File: src/rtl/canal_pkg.sv
// Shared canal-lock types: gate controller state encoding and default dwell length.
package canal_pkg;
  typedef enum logic [1:0] {IDLE, ARRIVED, OPEN, DONE} gate_state_t;
  localparam int ENTER_CYCLES_DEF = 4;
endpackage

File: src/rtl/dwell_counter.sv
// Saturating dwell counter: clear wins over enable, stops at ENTER_CYCLES.
module dwell_counter #(
  parameter  int ENTER_CYCLES = 4,
  localparam int W            = $clog2(ENTER_CYCLES + 1)
) (
  input  logic         clk,
  input  logic         i_clr,
  input  logic         i_en,
  output logic [W-1:0] o_cnt,
  output logic         o_done
);
  logic [W-1:0] r_cnt;
  logic         w_done;

  assign w_done = (r_cnt == W'(ENTER_CYCLES));

  always_ff @(posedge clk) begin
    if (i_clr)
      r_cnt <= '0;
    else if (i_en && !w_done)
      r_cnt <= r_cnt + 1'b1;
  end

  assign o_cnt  = r_cnt;
  assign o_done = w_done;
endmodule

File: src/rtl/entry_gate.sv
// Canal lock entry-gate controller. Optional macro ENTRY_GATE_INTERLOCK_EN drops
// the gate back to ARRIVED whenever chamber water falls while gate 1 is open.
module entry_gate import canal_pkg::*; #(
  parameter int ENTER_CYCLES = ENTER_CYCLES_DEF
) (
  input  logic clk,
  input  logic reset,
  input  logic arr_sw,
  input  logic gate1_sw,
  input  logic water_high,
  input  logic exited,
  output logic arr_li,
  output logic gate1_li,
  output logic occupied,
  output logic entered
);
  localparam int W = $clog2(ENTER_CYCLES + 1);

  gate_state_t  r_ps;
  logic         r_occupied;
  logic [W-1:0] w_cnt;
  logic         w_done;
  logic         w_interlock;

`ifdef ENTRY_GATE_INTERLOCK_EN
  assign w_interlock = (r_ps == OPEN) && !water_high;
`else
  assign w_interlock = 1'b0;
`endif

  dwell_counter #(.ENTER_CYCLES(ENTER_CYCLES)) u_dwell (
    .clk    (clk),
    .i_clr  (reset || (r_ps != OPEN) || w_interlock),
    .i_en   ((r_ps == OPEN) && gate1_sw),
    .o_cnt  (w_cnt),
    .o_done (w_done)
  );

  always_ff @(posedge clk) begin
    if (reset) begin
      r_ps <= IDLE;
    end else begin
      case (r_ps)
        IDLE:    if (arr_sw && !r_occupied) r_ps <= ARRIVED;
        ARRIVED: if (water_high && gate1_sw) r_ps <= OPEN;
        OPEN: begin
          // Water interlock outranks a completed dwell.
          if (w_interlock)                          r_ps <= ARRIVED;
          else if (w_done && !arr_sw && !gate1_sw) r_ps <= DONE;
        end
        DONE:    r_ps <= IDLE;
        default: r_ps <= IDLE;
      endcase
    end
  end

  // Entry completion beats a coincident exit pulse.
  always_ff @(posedge clk) begin
    if (reset)              r_occupied <= 1'b0;
    else if (r_ps == DONE)  r_occupied <= 1'b1;
    else if (exited)        r_occupied <= 1'b0;
  end

  assign arr_li   = arr_sw && !r_occupied;
  assign gate1_li = (r_ps == OPEN);
  assign entered  = (r_ps == DONE);
  assign occupied = r_occupied;
endmodule

File: config.mk
export PLATFORM = sky130hd
export DESIGN_NAME = entry_gate
export DESIGN_NICKNAME = d
export VERILOG_FILES = /design/src/rtl/canal_pkg.sv /design/src/rtl/dwell_counter.sv /design/src/rtl/entry_gate.sv
export SDC_FILE = /design/constraint.sdc
export NUM_CORES = 1
export LEC_CHECK = 0
export CORE_AREA = 2 2 39 41
export CTS_CLUSTER_SIZE = 14
export DETAILED_ROUTE_END_ITERATION = 8
export DIE_AREA = 0 0 41 43
export DONT_BUFFER_PORTS = 1
export GPL_TIMING_DRIVEN = 0
export PLACE_DENSITY = 0.54
export RECOVER_POWER = 100
export SETUP_SLACK_MARGIN = 0.15
export SYNTH_ARGS = -nofsm -noshare
export SYNTH_HDL_FRONTEND = slang
export SYNTH_HIERARCHICAL = 1
export SYNTH_SLANG_ARGS = --single-unit
File: constraint.sdc
create_clock -name clk -period 2.95 [get_ports clk]
set_clock_uncertainty 0.05 [all_clocks]
set_input_delay 0.885 -clock clk [delete_from_list [all_inputs] [get_ports clk]]
set_output_delay 0.885 -clock clk [all_outputs]
set_load 0.02 [all_outputs]
## Yosys cells after proc, flatten, opt, wreduce, memory -nomap -nowiden

Index checks and enable logic that the tools add are counted.

| word-level totals | value |
|---|---|
| word-level logic and storage cells | 32 |
| input port bits | 6 |
| output and inout bits | 4 |
| register bits | 6 |

| operators by class | value |
|---|---|
| add/sub/neg operators | 1 |
| multiplexer cells | 6 |
| reductions and logical operators | 14 |
| equality and inequality tests | 8 |

Operator list:

| cell | number |
|---|---|
| $pmux W2 S4 | 1 |
| $logic_and A1 B1 Y1 | 6 |
| $mux W2 | 3 |
| $ne A2 B2 Y1 const B | 3 |
| $eq A2 B2 Y1 const B | 2 |
| $logic_not A1 Y1 | 4 |
| $add A3 B1 Y3 const B | 1 |
| $eq A3 B3 Y1 const B | 1 |
| $reduce_and A3 Y1 | 1 |
| $eq A2 B1 Y1 const B | 1 |
| $logic_not A2 Y1 | 1 |
| $mux W1 | 2 |
| $ne A2 B1 Y1 const B | 1 |
| $reduce_bool A2 Y1 | 1 |
| $logic_or A1 B1 Y1 | 1 |

## Depth between registers and ports, before layout

| logic depth | value |
|---|---|
| depth in word-level cells | 5 |
| gate-level depth with buffers | 6 |
| mapped depth without buffers | 6 |

## Modules after synthesis

The synthesis kept the hierarchy.

By module, submodules not included:

| module | area an instance (um^2) | seq. area each (um^2) | times used | cells an instance |
|---|---|---|---|---|
| entry_gate | 219.0 | 60.1 | 1 | 24 |
| dwell_counter | 182.7 | 60.1 | 1 | 18 |

## Least setup slack after synthesis

Ideal clock, no wire load.

| timing | value |
|---|---|
| kind | input -> output |
| from | in arr_sw |
| to | out arr_li |
| path slack | 0.935 ns |
| stages | 2 |
| data arrival time | 1.080 ns |
| cells stage by stage | nand2b_1 inv_1 |

| on the way | value |
|---|---|
| longest elaborated chain between the ends | 1 |

RTL lines:

| item | line | text |
|---|---|---|
| from (decl) | entry_gate.sv:8 | `input logic arr_sw,` |
| $logic_and A1 B1 Y1 | entry_gate.sv:64 | `assign arr_li = arr_sw && !r_occupied;` |
| to (decl) | entry_gate.sv:12 | `output logic arr_li,` |

Every way passes these cells.

## Final worst setup path

Same ends and word-level chain as after synthesis.

==> metrics.txt <==
DR iter-0 viols=1; CTS hold repair buffers=0; Yosys cell types=18; Setup CP Type=in -> out; post-synthesis mux area share=0.08723; Min-Delay Path Depth=2; die area=0.001763 sq mm; Final period util=0.6855; Pwr Density=around 700 mW/mm^2; Worst Path Required=approximately 2 ns; simple-gate share of the synthesized area=0.2430; PnR Total Power=0.0002983 W; Core ar.=0.001384 sq mm; Area contributors post-synth=dfxtp_1 (30%), ha_1 (19%), nand2b_1 (9.3%); root buffer cell=clkbuf_4; share of layout cells above drive strength 1=0.1111; largest family of logic cells by synthesized area=simple AND/OR/NAND/NOR gates; Max Slew Vio Count=0; worst slew pin tran=approximately 0.4 ns; Final Setup Violations=0; Hold Path Origin=u_dwell/o_cnt[1]; post-synthesis average cell area=approximately 9.6 sq um; CP delay by family, top=buffers and inverters; max cap viols=0; combinational power share=0.381; outcome=completed; largest net degree at the start of global routing=6; vias per cell=between 4 and 5; fmax=about 490 MHz; Max Buffers Root-to-Sink=2; CP cell instances=nand2b_1 -> inv_1; CP max FO=2; R2R Path Start=r_ps[0]; Final nets=just under 60; initial core utilization=0.2902; post-route minimum period=around 2 ns; Syn Nets=54; CP Depth=2; Ports=10; WL/cell=9.541 microns; clock power share=0.250; LEAKAGE=0.1819 nW; Fin. Hold Viols=0; Sw Ratio=0.3573; R2R cell count=5; Compound-Gate Fraction of Synth Area=0.1277; placed wire-length estimate=508.6 microns; CTS clk-pin slew, worst paths=~0.050 ns; total of warnings raised by yosys=6; DRC Markers=0; Setup Buffers After CTS=0; ys async rst share=0; Hold/Removal Path Class=reg -> reg; CP max stage delay=approximately 0.15 ns; Post-Synthesis Cells=42; main flop type after synthesis=dfxtp_1; Setup TNS=0 ns; EDFF count, synth=0; drt first pass iters=4; synth cell count leaders=dfxtp_1 (6), ha_1 (6), inv_1 (6), nand2b_1 (6); vias in the first global route=280; Slowest-stage cell, CP=inv_1; critical path buffer and inverter count=1; Sink Count=6; XOR/XNOR share of the synthesized area=0; die height=around 43 microns; total CTS buffers=3; critical path arrival=~1.1 ns; ANT cells=0; site row count=14; Synth area leader=dfxtp_1; DIE WIDTH=41 microns; first-pass GRT wire length=about 940 microns; Critical Path Start=arr_sw; RePlAce Congestion=0.5842; RSZ-0062 raised after global routing=no; CTS H-Tree Depth=1; Sequential Power Share=0.369; total number of vias=between 200 and 300; Synth Area in Adders=0.1869; crit start category=input port; area grow syn2layout=8.411%; Worst IR Drop VDD=approximately 0.00016 V; initial antenna violation count=0; CTS resizes=0; CTS tree=yes; synthesized cell area=roughly 400 sq um; Slew HR=0.7311; crit path capture type=primary output; Seq/Total Area, Yosys=0.2991; ANT nets after route=0; input/output buffers=0; grt ovf=0; Post-Route WL=roughly 580 microns; latest clock arrival within the worst-skew pair=0.24 ns; synthesized flop and latch total=6; Int Power=0.0001917 W; GRT Total Usage=0.08040; area share of the leading cell type in the synthesized netlist=0.2991; switching pwr=0.0001066 W
[final cells by class]
| class | count | area (sq um) |
|---|---|---|
| inverters | 6 | 22.52 |
| multi-input cells | 30 | 250.2 |
| well taps | 16 | 20.02 |
| clock buffers | 3 | 22.52 |
| flip-flops and latches | 6 | 120.1 |
| fillers | 147 | 948.4 |
[cell families after synthesis]
group / after synthesis
AOI/OAI and AO/OA: 6
and+or+nand+nor: 15
DFF: 6
muxes: 3
adders and majority gates: 6
buffers and inverters: 6
[sequential cells by signal, indices dropped and copies added, names as in the netlist]
signal / count
r_ps: 2
occupied: 1
u_dwell/o_cnt: 3
[power groups by stage]
stage,clock network (W),logic [W],registers [W]
floorplan,0,0.000109,0.000108
global placement,0,0.000124,0.000111
detailed placement,0,0.000124,0.000112
CTS,0.0000779,0.000124,0.000110
global route,0.0000823,0.000130,0.000112
finish,0.0000747,0.000114,0.000110
[metrics by stage]
step	instance area (sq um)	worst slack, ns	hold slack (ns)	util	std cells
after floorplan	401.6	0.9349	0.4151	-	42
after global placement	421.7	0.9188	0.4317	0.3047	58
after CTS	444.2	0.9225	0.4621	0.3210	61
after detailed placement	421.7	0.9225	0.4558	0.3047	58
after global routing	435.4	0.8680	0.4905	0.3146	61
final	435.4	0.9278	0.4503	0.3146	61
[layer usage]
metal / GRT usage / vias to the layer above / wire, microns
li1: - / 146 / -
met1: 0.08710 / 130 / 270
met2: 0.1188 / 5 / 284
met3: 0.01571 / 0 / 27
met4: 0.08000 / 0 / 0
met5: 0 / - / 0
[final timing paths]
check | to | slack [ns]
setup reg to reg | u_dwell/o_cnt[0] | 1.07
hold reg to reg | u_dwell/o_cnt[1] | 0.45
setup / recovery | arr_li | 0.93
hold / removal | u_dwell/o_cnt[1] | 0.45
[placed cells by master, fill, tap and decap left out, drive strengths merged]
master  count
inv         6
nand2b      6
ha          6
dfxtp       6
clkbuf      3
mux2i       2
a21oi       2
nor2        2
and2        2
a21boi      2
nor3        2
or3b        1
a221o       1
a211oi      1
nor2b       1
mux2        1
and4b       1
Note: power is estimated with default switching activity, not from simulation.
